--- src/rtl/peri_uart_rx.sv ---
// Memory-mapped 8N1 UART receiver with a small receive FIFO.
// Status is polled through ctrl_o; pops, flag clears and flush go through we_ctrl_i.
module peri_uart_rx #(
   parameter int CLKS_PER_BIT = 1042,
   parameter int FIFO_DEPTH   = 8
) (
   input  logic        clk_i,
   input  logic        reset_i,
   input  logic        uart_rx_i,
   input  logic [31:0] data_i,
   input  logic        we_ctrl_i,
   output logic [31:0] data_o,
   output logic [31:0] ctrl_o
);

   localparam int CW = $clog2(CLKS_PER_BIT);
   localparam int AW = $clog2(FIFO_DEPTH);
   localparam int NW = AW + 1;

   localparam logic [CW-1:0] HALF = CW'(CLKS_PER_BIT / 2 - 1);
   localparam logic [CW-1:0] FULL = CW'(CLKS_PER_BIT - 1);

   typedef enum logic [1:0] {
      S_IDLE,
      S_START,
      S_DATA,
      S_STOP
   } state_t;

   state_t        state_q;
   logic [CW-1:0] baud_q;
   logic [2:0]    idx_q;
   logic [7:0]    shift_q;
   logic          rx_meta_q;
   logic          rx_s_q;
   logic          rx_prev_q;

   logic [7:0]    mem_q [FIFO_DEPTH];
   logic [AW-1:0] wr_ptr_q, wr_ptr_d;
   logic [AW-1:0] rd_ptr_q, rd_ptr_d;
   logic [NW-1:0] count_q, count_d;
   logic          ovr_q, ovr_d;
   logic          ferr_q, ferr_d;

   logic fall_w, baud_zero_w, stop_w;
   logic push_w, ferr_set_w;
   logic flush_w, pop_w, empty_w, full_w;
   logic wr_w, ovr_set_w;
   logic unused_w;

   assign unused_w    = ^{data_i[31:5], data_i[1]};
   assign fall_w      = rx_prev_q & ~rx_s_q;
   assign baud_zero_w = (baud_q == '0);

   // Single FSM block; the frame is sampled mid-bit from rx_s_q.
   always_ff @(posedge clk_i) begin
      if (reset_i) begin
         state_q   <= S_IDLE;
         baud_q    <= '0;
         idx_q     <= '0;
         shift_q   <= '0;
         rx_meta_q <= 1'b1;
         rx_s_q    <= 1'b1;
         rx_prev_q <= 1'b1;
      end else begin
         rx_meta_q <= uart_rx_i;
         rx_s_q    <= rx_meta_q;
         rx_prev_q <= rx_s_q;
         unique case (state_q)
            S_IDLE: begin
               if (fall_w) begin
                  baud_q  <= HALF;
                  state_q <= S_START;
               end
            end
            S_START: begin
               if (baud_zero_w) begin
                  if (rx_s_q) begin
                     state_q <= S_IDLE;
                  end else begin
                     baud_q  <= FULL;
                     idx_q   <= '0;
                     state_q <= S_DATA;
                  end
               end else begin
                  baud_q <= baud_q - CW'(1);
               end
            end
            S_DATA: begin
               if (baud_zero_w) begin
                  shift_q <= {rx_s_q, shift_q[7:1]};
                  baud_q  <= FULL;
                  idx_q   <= idx_q + 3'd1;
                  if (idx_q == 3'd7) state_q <= S_STOP;
               end else begin
                  baud_q <= baud_q - CW'(1);
               end
            end
            S_STOP: begin
               if (baud_zero_w) state_q <= S_IDLE;
               else             baud_q  <= baud_q - CW'(1);
            end
            default: state_q <= S_IDLE;
         endcase
      end
   end

   assign stop_w     = (state_q == S_STOP) & baud_zero_w;
   assign push_w     = stop_w & rx_s_q;
   assign ferr_set_w = stop_w & ~rx_s_q;

   assign empty_w = (count_q == '0);
   assign full_w  = (count_q == NW'(FIFO_DEPTH));
   assign flush_w = we_ctrl_i & data_i[4];
   assign pop_w   = we_ctrl_i & data_i[0] & ~empty_w & ~flush_w;

   // A pop in the same cycle frees the slot a full FIFO needs.
   assign wr_w      = push_w & ~flush_w & (~full_w | pop_w);
   assign ovr_set_w = push_w & ~flush_w & full_w & ~pop_w;

   always_comb begin
      wr_ptr_d = wr_ptr_q;
      rd_ptr_d = rd_ptr_q;
      count_d  = count_q;
      if (flush_w) begin
         wr_ptr_d = '0;
         rd_ptr_d = '0;
         count_d  = '0;
      end else begin
         if (wr_w)  wr_ptr_d = wr_ptr_q + AW'(1);
         if (pop_w) rd_ptr_d = rd_ptr_q + AW'(1);
         unique case ({wr_w, pop_w})
            2'b10:   count_d = count_q + NW'(1);
            2'b01:   count_d = count_q - NW'(1);
            default: count_d = count_q;
         endcase
      end
      ovr_d  = ovr_set_w  | (ovr_q  & ~(we_ctrl_i & data_i[2]));
      ferr_d = ferr_set_w | (ferr_q & ~(we_ctrl_i & data_i[3]));
   end

   always_ff @(posedge clk_i) begin
      if (reset_i) begin
         wr_ptr_q <= '0;
         rd_ptr_q <= '0;
         count_q  <= '0;
         ovr_q    <= 1'b0;
         ferr_q   <= 1'b0;
      end else begin
         wr_ptr_q <= wr_ptr_d;
         rd_ptr_q <= rd_ptr_d;
         count_q  <= count_d;
         ovr_q    <= ovr_d;
         ferr_q   <= ferr_d;
      end
   end

   always_ff @(posedge clk_i) begin
      if (wr_w) mem_q[wr_ptr_q] <= shift_q;
   end

   assign data_o = empty_w ? 32'd0 : {24'd0, mem_q[rd_ptr_q]};
   assign ctrl_o = {24'd0, 4'(count_q), ferr_q, ovr_q, full_w, ~empty_w};

endmodule

--- config.mk ---
export PLATFORM = sky130hd
export DESIGN_NAME = peri_uart_rx
export DESIGN_NICKNAME = d
export VERILOG_FILES = /design/src/rtl/peri_uart_rx.sv
export SDC_FILE = /design/constraint.sdc
export NUM_CORES = 1
export LEC_CHECK = 0
export ABC_CLOCK_PERIOD_IN_PS = 2800
export CORE_MARGIN = 1
export CORE_UTILIZATION = 40
export DETAILED_ROUTE_END_ITERATION = 8
export PLACE_DENSITY = 0.73
export SLEW_MARGIN = 0
export SYNTH_ARGS = -nofsm -noshare
export SYNTH_HDL_FRONTEND = slang
export SYNTH_SLANG_ARGS = --single-unit
--- constraint.sdc ---
create_clock -name clk_i -period 2.8 [get_ports clk_i]
set_clock_uncertainty 0.1 [all_clocks]
set_input_delay 0.56 -clock clk_i [delete_from_list [all_inputs] [get_ports clk_i]]
set_output_delay 0.56 -clock clk_i [all_outputs]
set_load 0.05 [all_outputs]
Word-level counts from Yosys, hierarchy flattened
Memory sizes are Yosys's and may differ from the RTL's. A register that Yosys moved wholly into a read port is not among the register bits.
Cells that the tools add are included.
Storage, ports and cells
  memory bits (writable): 64
  memories kept: 1
  register bits: 39
  word-level logic and storage cells: 93
  ROM bits: 0
  bits in latches: 0
Memory list
  mem_q: depth 8, bits a word 8, read ports 1, clocked after memory_dff 1, wr ports 1, line 38  | logic [7:0] mem_q [FIFO_DEPTH];
Cells by class
  reduce and logical (&&, ||, !) cells: 10
  magnitude comparators: 0
  shifts and indexed selects: 0
  $add $sub $neg: 6
  divide/modulo/power cells: 0
  equal/unequal tests: 15
  bitwise gates (word level): 26
  $mul: 0
  multiplexer cells: 23
Operators by type and width (count)
  11-bit two-way mux: 5
  11-bit one-hot mux with 4 select lines: 1
  1-bit AND: 16
  3-bit two-way mux: 5
  2-bit != test (second input constant): 7
  2-bit two-way mux: 6
  11-bit zero test: 1
  11-bit by 1-bit subtractor with 11-bit output (second input constant): 1
  3-bit by 1-bit adder with 3-bit output (second input constant): 3
  8-bit two-way mux: 1
  2-bit one-hot mux with 4 select lines: 1
  4-bit one-hot mux with 2 select lines: 1
  1-bit NOT: 7
  2-bit == test (second input constant): 3
  3-bit one-hot mux with 2 select lines: 1
  5-bit AND reduction: 1
  4-bit by 1-bit adder with 4-bit output (second input constant): 1
  2-bit by 1-bit == test with 1-bit output (second input constant): 2
  4-bit == test (second input constant): 1
  4-bit zero test: 1
  4-bit AND reduction: 1
  2-bit nonzero test: 2
  4-bit by 1-bit subtractor with 4-bit output (second input constant): 1
  3-bit == test (second input constant): 1
  7 further kinds: 10

Longest topological paths before layout
Gate-level depths: netlist of run 1.
  depth after elaboration: 8
  depth in mapped cells: 10

Worst setup path after synthesis of run 1
OpenSTA, ideal clock, no wires.
  kind: reg2reg
  from: reg count_q[0]
  to: reg count_q[2]
  period minus slack after synthesis: 2.641 ns
  buffers on the path: 0
  cell stages (with the launch flop): 10
  path slack: 0.159 ns
  data arrival time: 2.414 ns
  setup time: 0.127 ns
  cells stage by stage: dfxtp_1 nor4_4 inv_4 nand2b_2 a21oi_2 xor2_1 ha_1 a2111oi_2 o21a_1 nor3_2
On the way
  word-level cells in the longest chain between the ends: 8
  elaborated cells between the ends (all ways): 14
  those cells by class: 2 x add/sub; 3 x eq/ne; 1 x mux; 6 x bitwise; 2 x reduce/logical
RTL lines
  start, declared: line 41  | logic [NW-1:0] count_q, count_d;
  start signal, assigned: line 152  | count_q <= count_d;
  4-bit zero test *: line 112  | assign empty_w = (count_q == '0);
  1-bit NOT *
  named net ctrl_o[0]: line 13  | output logic [31:0] ctrl_o
  1-bit AND * (2 in a row): line 115  | assign pop_w = we_ctrl_i & data_i[0] & ~empty_w & ~flush_w;
  1-bit OR: line 118  | assign wr_w = push_w & ~flush_w & (~full_w | pop_w);
  1-bit AND: line 118
  2-bit by 1-bit == test with 1-bit output or 2-bit == test (tied branches): line 132  | unique case ({wr_w, pop_w})
  4-bit one-hot mux with 2 select lines or 2-bit nonzero test (tied branches)
The timed path passes the listed nets; every way through them passes the cells marked *.
A chain may end at the register's enable or synchronous reset.

Final worst setup path of run 1
  from: reg count_q[1]
  to: out ctrl_o[1]
On the way
  word-level cells in the longest chain between the ends: 1
RTL lines
  4-bit == test: line 113  | assign full_w = (count_q == NW'(FIFO_DEPTH));
  end, declared: line 13
Every way passes these cells.

==> results of run 1 <==
-- registers in the layout (all words and copies together) (netlist names), 3 cells and up, named ones only --
register	count
mem_q	64
idx_q	3
rd_ptr_q	3
shift_q	8
wr_ptr_q	3
count_q	4
baud_q	11
-- power by group through the flow --
stage,clock network [uW],logic [uW],registers (uW)
2_1_floorplan,0,1030,1790
3_3_place_gp,0,1140,1800
3_5_place_dp,0,1160,1810
4_1_cts,1360,1180,1770
5_1_grt,1430,1300,1780
6_report,1330,1190,1780
-- worst max path at each step --
stage | from | end | slack [ns]
4_1_cts | flop | data_o[7] | 0.18
5_1_grt | flop | data_o[6] | 0.08
6_report | count_q[1] | ctrl_o[1] | 0.21
2_1_floorplan | count_q[0] | count_q[2] | 0.16
3_5_place_dp | we_ctrl_i | count_q[2] | 0.09
3_3_place_gp | we_ctrl_i | count_q[2] | 0.14
-- routing by layer --
metal  track usage (%)  wire length [um]  vias to the layer above  share of wire (%)
met5                 0                 0                        -                  0
met4              7.01               177                        0                1.9
met3              3.11               391                       15                4.2
met2              26.3              4730                       78                 50
met1              18.3              4120                     1566                 44
li1                  -                 -                     1531                  -
-- logic make-up after synthesis --
| kind of cell | Yosys count |
|---|---|
| adder cells (fa/ha/maj) | 12 |
| AO/OA/AOI/OAI | 60 |
| other | 1 |
| XOR/XNOR | 4 |
| AND/OR/NAND/NOR | 137 |
| multiplexers | 30 |
| flip-flops | 106 |
| buffers and inverters | 74 |
-- area by class of cell --
class                           instances  area (sq um)
Tap cell                              172           215
Inverter                               10          40.0
Clock inverter                          6          88.8
Fill cell                            1091          6830
Clock buffer                           10           229
Multi-Input combinational cell        291          2060
Timing Repair Buffer                   41           345
Sequential cell                       106          2760
-- Yosys cell counts, types with 2 or more instances --
cell type	n
mux4_2	16
buf_4	52
o21a_1	3
a21o_1	2
nand2b_1	10
nand4_1	5
mux2i_1	14
a31oi_1	6
dfxtp_1	42
buf_1	3
or3_1	4
clkbuf_1	5
ha_1	12
a21oi_1	26
nor2b_1	2
nor4b_4	2
nor4_1	2
buf_2	3
xor2_1	3
or2_2	4
nor3b_1	2
inv_1	9
nor3_2	2
o21ai_0	3
nand3_1	13
a211oi_1	2
edfxtp_1	64
a32oi_1	2
nor2_1	30
or4_1	2
nor3_4	3
o21bai_1	3
nand2_1	35
nor3_1	9
-- metrics by stage --
step / hold WS, ns / instance area (sq um) / utilization [%] / worst slack [ns] / power, uW
after floorplan: 0.289 / 5310 / - / 0.159 / 2830
after global placement: 0.297 / 5420 / 43.1 / 0.136 / 2940
after detailed placement: 0.301 / 5420 / 43.1 / 0.0857 / 2970
after CTS: 0.317 / 5740 / 45.7 / 0.176 / 4310
after global routing: 0.331 / 5740 / 45.7 / 0.0813 / 4510
final: 0.312 / 5740 / 45.7 / 0.205 / 4300
==> qor.yml, run 1 <==
critical_path:
  r2r_end: "count_q[2]"
  rr_startpoint: "baud_q[0]"
  crit_arrival_ns: 1.93
  crit_path_max_incr_delay_ns: 0.85
  cp_cell_sequence: "nor4b_4, clkdlybuf4s50_1"
  cp-start-kind: "flop"
  worstSetupPathType: "flop to output pin"
  reg2regPathDepth: 10
  rrSetupSlack_ns: 0.39
  critPathMaxFanout: 7
  end_kind: "output pin"
  cp.depth: 2
  crit_path_top_delay_cell: "clkdlybuf4s50_1"
  crit_family: "buffers and inverters"
  required_ns: 2.14
  path_buf_inv: 1
synth:
  yosys.area.top_type: "edfxtp_1"
  syn-cell-area_sq_um: 5130
  netlist_instances: 424
  synth_adder_area_share_pct: 2.93
  synth_seq_area_share_pct: 53.8
  syn-mean-instance-area_sq_um: 12.1
  synthMuxAreaShare_pct: 9.75
  yosysWarnings: 0
  synth_xor_area_share_pct: 0.683
  yosys.area_share.simple_pct: 15.4
  synth_edf_count: 64
  synth_top_area_share_pct: 37.4
  synth_compound_area_share_pct: 7.85
  synth_area_leaders: "edfxtp_1 (37%), dfxtp_1 (16%), buf_4 (7.6%), mux4_2 (7.0%), ha_1 (2.9%)"
  synth.distinct_cells: 63
  ys.flop_type: "edfxtp_1"
  synth-async-reset-ratio_pct: 0
  synth_seq_cells: 106
  synth_top_family_by_area: "simple AND/OR/NAND/NOR gates"
route:
  drc: 0
  wirelength_mm: 9.41
  avgViaCountPerCell: 5.02
  antenna_left: 0
  vias: 3190
  drtPass1Iterations: 4
  drt_iter0_drc: 232
  wl_per_cell_um: 14.8
timing:
  tightest_slew_ns: 0.695
  period_minus_slack_ns: 2.59
  max_slew_margin_pct: 53.3
  rsz0062_at_grt: "no"
  setup_viol: 0
  timing.fmax_mhz: 385
  hold_violations: 0
  setup_tns_ns: 0
  slew_viol_final: 0
  period_share_pct: 92.7
die:
  die_y_um: 115
  die_area_sq_um: 13300
  rows: 41
  die_w_um: 115
  ios: 100
  core_area_sq_um: 12600
  initial_core_util_pct: 40.8
final_layout:
  finalNonFillerCells: 636
  final_cell_mix: "edfxtp_1 (64), conb_1 (48), dfxtp_1 (42), nand2_1 (35), nor2_1 (30)"
  area_growth_pct: 11.8
  fin_nets: 507
  n_antenna_cell: 0
  layout_commonest_cell: "edfxtp_1"
  drive_gt1_share_pct: 17.2
clocking:
  postCtsResizedCells: 0
  cts_root_buf: "clkbuf_16"
  postCtsSetupBuffers: 0
  cts_buffers: 9
  cts.sinks: 106
  h-tree-depth: 3
  clk_latency_ns: 0.35
  cts_buffer_depth: 2
  clk_pin_slew_ns: 0.07
  holdBufCountCts: 0
  cts_tree: "built"
grt:
  grt_max_degree: 32
  grt_pass1_wl_mm: 15.2
  gr-usage-all-layers_pct: 15.3
  grt_overflow: 0
  antenna_found_initial: 0
  first_global_vias: 3051
hold_path:
  hold_end: "rx_s_q"
  hold_start: "rx_meta_q"
  whs_path_depth: 1
  hold_path.class: "flop to flop"
power:
  p_comb_share_pct: 27.7
  power_frac_clock_pct: 31.0
  swShare_pct: 34.9
  intPower_uw: 2800
  max-vdd-ir-drop_mv: 0.605
  p_sw_uw: 1500
  power_per_cell_area_nw_per_um2: 749
  seqPwrFrac_pct: 41.3
  p_leak_uw: 0.00209
place:
  numPlacedInstances: 620
  place.gp.congestion: 0.822
  portBuffers: 23
  dp_hpwl_mm: 6.24
job:
  maxCapViolCount: 0
outcome:
  status: "complete, no violations"
Power figures use the tool's default switching activity.
==> run 2, diff against run 1 <==
CORE_ASPECT_RATIO = 1.75   (was unset)
REMOVE_ABC_BUFFERS = 1   (was unset)
==> qor.yml, run 2 (synthesis gave the netlist of run 1 again) <==
critical_path:
  end_kind: "output pin"
  crit_arrival_ns: 1.94  # about the same
  worstSetupPathType: "flop to output pin"
  rr_startpoint: "baud_q[0]"
  critPathMaxFanout: 16  # +9
  cp-start-kind: "flop"
  required_ns: 2.14  # about the same
clocking:
  clk_pin_slew_ns: 0.07  # about the same
  cts_buffers: 9  # unchanged
  holdBufCountCts: 0  # unchanged
  cts_buffer_depth: 2  # unchanged
  postCtsResizedCells: 0  # unchanged
  clk_latency_ns: 0.34  # about the same
  cts_root_buf: "clkbuf_16"
  postCtsSetupBuffers: 0  # unchanged
  h-tree-depth: 3  # unchanged
  cts.sinks: 106  # unchanged
  cts_tree: "built"
die:
  core_area_sq_um: 12500  # -0.55%
  die_area_sq_um: 13300  # +0.13%
  die_w_um: 87.6  # -24%
  ios: 100  # unchanged
  die_y_um: 152  # +32%
  initial_core_util_pct: 41.1  # +0.22 points
  rows: 54  # +32%
final_layout:
  fin_nets: 508  # +0.20%
  nFillCells: 1147  # +5.1%
  biggestRegsByFlops: "mem_q (64), baud_q (11), shift_q (8)"
  multi_input_area_sq_um: 2060  # unchanged
  area_growth_pct: 11.4
  regArea_sq_um: 2760  # unchanged
  drive_gt1_share_pct: 17.4  # +0.18 points
  layout_commonest_cell: "edfxtp_1"
  final_cell_mix: "edfxtp_1 (64), conb_1 (48), dfxtp_1 (42), nand2_1 (35), nor2_1 (30)"
  n_antenna_cell: 0  # unchanged
  largest_register_ffs: 64  # unchanged
  top_register: "mem_q"
  final_util_pct: 45.7  # +0.051 points
route:
  drc: 0  # unchanged
  drt_iter0_drc: 197  # -15%
  vias: 3154  # -1.1%
  antenna_left: 0  # unchanged
  drtPass1Iterations: 4  # unchanged
  wl_per_cell_um: 15.2  # +2.7%
  avgViaCountPerCell: 4.98  # -0.66%
  wirelength_mm: 9.62  # +2.2%
grt:
  first_global_vias: 3169  # +3.9%
  gr-usage-all-layers_pct: 15.5  # +0.21 points
  grt_max_degree: 32  # unchanged
  grt_overflow: 0  # unchanged
  grt_pass1_wl_mm: 15.9  # +4.5%
  antenna_found_initial: 0  # unchanged
timing:
  timing.fmax_mhz: 385  # about the same
  setup_tns_ns: 0  # unchanged
  tightest_slew_ns: 0.623  # -0.0716 ns
  rsz0062_at_grt: "no"
  max_slew_margin_pct: 58.1  # +4.8 points
  slew_viol_final: 0  # unchanged
  period_share_pct: 92.7  # about the same
  hold_violations: 0  # unchanged
  setup_viol: 0  # unchanged
  period_minus_slack_ns: 2.60  # +0.000259 ns
  whs_ns: 0.309  # -0.00343 ns
hold_path:
  hold_path.class: "flop to flop"
  hold_start: "rx_meta_q"
place:
  place.gp.congestion: 0.909  # +11%
  portBuffers: 23  # unchanged
  dp_hpwl_mm: 6.88  # +10%
job:
  maxCapViolCount: 0  # unchanged
power:
  p_leak_uw: 0.00208  # -0.25%
  max-vdd-ir-drop_mv: 0.637  # +5.3%
  power_per_cell_area_nw_per_um2: 735  # -1.9%
outcome:
  status: "complete, no violations"
==> run 2: changes by cell type in the layout (fill, tap and decap cells not counted), sizes merged <==
cell,before,now
buf,26,28
clkdlybuf4s50,15,14
clkbuf,10,13
clkinv,1,0
bufinv,2,0
==> run 2: routing by layer <==
metal	wire length [um]	vias to the layer above	track usage [%]	part of all wire, %
met4	217	0	5.85	2.3
met1	3790	1522	17.5	39
li1	-	1530	-	-
met5	0	-	0	0
met2	5350	84	28.3	56
met3	260	18	2.39	2.7
==> run 2: final cells by class <==
type | instances | area share [%]
Tap cell | 168 | 3.68
Sequential cell | 106 | 48.3
Timing Repair Buffer | 42 | 6.13
Multi-Input combinational cell | 291 | 36.0
Inverter | 10 | 0.701
Clock inverter | 3 | 0.372
Clock buffer | 13 | 4.75
==> run 2: final timing paths <==
| path | endpoint | slack [ns] | cells after the start |
|---|---|---|---|
| hold / removal | rx_s_q | 0.31 | 1 |
| setup / recovery | data_o[3] | 0.20 | 5 |
| hold reg to reg | rx_s_q | 0.31 | 1 |
| setup reg to reg | count_q[2] | 0.38 | 10 |
==> run 2: worst max-delay path, cell delays in order (launching register included) <==
cell and delay [ns]:
dfxtp_1 0.31, buf_4 0.31, mux4_2 0.55, mux2i_1 0.17
nor2_1 0.06, buf_4 0.18
==> run 2: where the power goes <==
part	leakage [uW]	internal (uW)	switching (uW)
clock network	0.000138	683	533
logic	0.00101	329	880
registers	0.000932	1690	84.3
total	0.00208	2700	1500
==> run 2: through the flow <==
step	worst slack, ns	instance area (sq um)	total power (uW)	std cells
floorplan	0.157	4860	2670	407
global placement	0.117	5420	2990	617
detailed placement	0.0772	5420	3000	617
CTS	0.162	5720	4210	633
global route	0.0427	5720	4400	633
finish	0.205	5720	4200	633
==> variant (flow settings as in run 1) <==
The parameter `CLKS_PER_BIT` goes from 1042 to 521.
--- a/src/rtl/peri_uart_rx.sv
+++ b/src/rtl/peri_uart_rx.sv
@@ -2,5 +2,5 @@
 // Status is polled through ctrl_o; pops, flag clears and flush go through we_ctrl_i.
 module peri_uart_rx #(
-   parameter int CLKS_PER_BIT = 1042,
+   parameter int CLKS_PER_BIT = 521,
    parameter int FIFO_DEPTH   = 8
 ) (
Check against the original RTL: no difference found for any inputs over 10 cycles, from zero or initial values and one cycle with reset_i high; that may be too few to reach the edited logic, so the function may still have changed.
==> variant against run 1 <==
  * Sequential cell count fell by 1
  * Via count fell by 3.0%
  * Cell area fell by 2.6%
  * Wire length fell by 6.6%
  * Setup slack got worse by 0.028 ns
  * Cell count fell by 3.9%
  * Synthesized area fell by 4.2%
  * Critical path type unchanged
  * Critical endpoint is now ctrl_o[0]
  * Largest cell class unchanged
Power is not compared: it rests on default switching activity, and its combinational part moved more than twofold at a synthesized area within 25%.
==> variant: results (changes against run 1) <==
status=completed; H-tree levels=3 (unchanged); drt pass-1 iters=5 (+1); CP arrival=1.96 ns (+0.03 ns); top flop regs=mem_q (64), baud_q (10), shift_q (8); Fill cells=1074 (-1.6%); Seq/Total Area, Yosys=55.8% (+2.0 points); Critical R2R Launch=baud_q[1]; drt wl/cell=14.4 um (-2.8%); Worst-path clk slew=0.07 ns (about the same); peak supply drop=0.427 mV; IO Port Bufs=23 (unchanged); nets@finish=507 (unchanged); number of synthesized flops with an enable pin=64 (unchanged); clock buffer depth=2 (unchanged); initial drt markers=204 (-12%); Clock Tree Root=clkbuf_16; critical path startpoint=count_q[0]; worst r2r path cells=12 (+2); vias per cell=5.07 (+0.99%); HPWL after DPL=6000 um (-3.9%); CP endpoint=ctrl_o[0]; R2R Setup Slk=0.19 ns (-0.20 ns); async set-or-reset flop fraction in the synthesized netlist=0% (unchanged); Clk Latency, worst-skew pair=between 0.3 and 0.4 ns; GPL Wtd Cong=0.857 (+4.3%); vias in the first global route=2885 (-5.4%); top post-synthesis cells by area=edfxtp_1 39%, dfxtp_1 17%, buf_4 7.8%, mux4_2 7.3%, nor2_1 3.1%; pin count of the biggest net entering global routing=24 (-25%); synthesis warning total=0 (unchanged); r2r endpoint=count_q[2]; total track usage=14.4% (-0.90 points); hold_sp=rx_meta_q; synth unique cells=49 (-22%); layout cells sized above 1=20.0% (+2.8 points); Max-slew headroom=60.4% (+7.1 points); most frequent cells after synthesis=64 x edfxtp_1, 51 x buf_4, 41 x dfxtp_1, 41 x nor2_1, 33 x nand2_1; initial antenna violation count=0 (unchanged); first-pass GRT wire length=14100 um (-7.2%); total congestion overflow=0 (unchanged); Hold Crit Class=flip-flop to flip-flop; most common cell after layout, fill and taps aside=edfxtp_1; Leakage=0.00205 uW
-- variant: cell count changes in the layout (fill, tap and decap cells not counted), sizes merged, moves of 3 or more --
cell and delta:
a31oi -4, buf +11, nand2b -7, nand4 -3
nor2 +10, nor3 -3, o21ai +10, o21bai -3
o31ai +3, or3 -3
-- variant: area by class of cell --
cell class | instances | area [um2] | share of cell area, %
multi-input cells | 282 | 1910 | 34.2
clock buffers | 9 | 225 | 4.03
clock inverters | 7 | 62.6 | 1.12
repair buffers | 52 | 427 | 7.63
well taps | 147 | 184 | 3.29
inverters | 9 | 33.8 | 0.604
flip-flops and latches | 105 | 2750 | 49.1
-- variant: worst min-delay path by stage --
stage,cells after the start,slack [ns],to
final,1,0.31,rx_s_q
after global routing,1,0.34,rx_s_q
after CTS,1,0.31,rx_s_q
after detailed placement,1,0.30,rx_s_q
after global placement,1,0.30,rx_s_q
after floorplan,1,0.29,rx_s_q
-- variant: cell families (layout without fill, tap and decap cells) --
family | Yosys count | in the layout | share of synthesized area (%)
buf+inv | 73 | 77 | 9.55
flops | 105 | 105 | 55.8
compound gates | 58 | 58 | 7.46
fa+ha+maj | 12 | 12 | 3.05
other cells | 1 | 48 | 0.0763
xor+xnor | 5 | 5 | 0.891
mux | 31 | 31 | 10.5
simple gates | 128 | 128 | 12.7
-- variant: stage by stage --
stage	instances	utilization (%)	setup slack [ns]	power, uW	instance area, um2
floorplan	460	-	0.0240	2070	5090
global placement	593	43.8	-0.0899	2100	5260
detailed placement	593	43.8	-0.139	2100	5260
CTS	609	46.2	0.0746	3300	5550
global route	611	46.5	0.0522	3440	5590
finish	611	46.5	0.177	3320	5590
-- variant: metal layers --
metal / global-route usage, % / vias to the layer above / wire length [um]
met4: 4.98 / 0 / 68
met2: 24.8 / 90 / 4570
met5: 0 / - / 0
met1: 18.1 / 1504 / 3680
met3: 2.73 / 7 / 472
li1: - / 1494 / -
-- variant: worst max-delay path, stage by stage (launching register included) --
cell and delay (ns):
dfxtp_1 0.39, nor4_2 0.43, inv_1 0.08, clkdlybuf4s50_1 0.71
-- variant: power by group through the flow --
stage	Sequential [uW]	Combinational, uW	Clock [uW]
2_1_floorplan	1680	392	0
3_3_place_gp	1680	413	0
3_5_place_dp	1690	419	0
4_1_cts	1650	421	1230
5_1_grt	1650	497	1290
6_report	1650	457	1200
-- variant: repair_timing --
item,4_1_cts,5_1_grt
setup endpoints to repair,1,1
gates resized for setup,1,10
buffers inserted,0,2
pin swaps,0,6
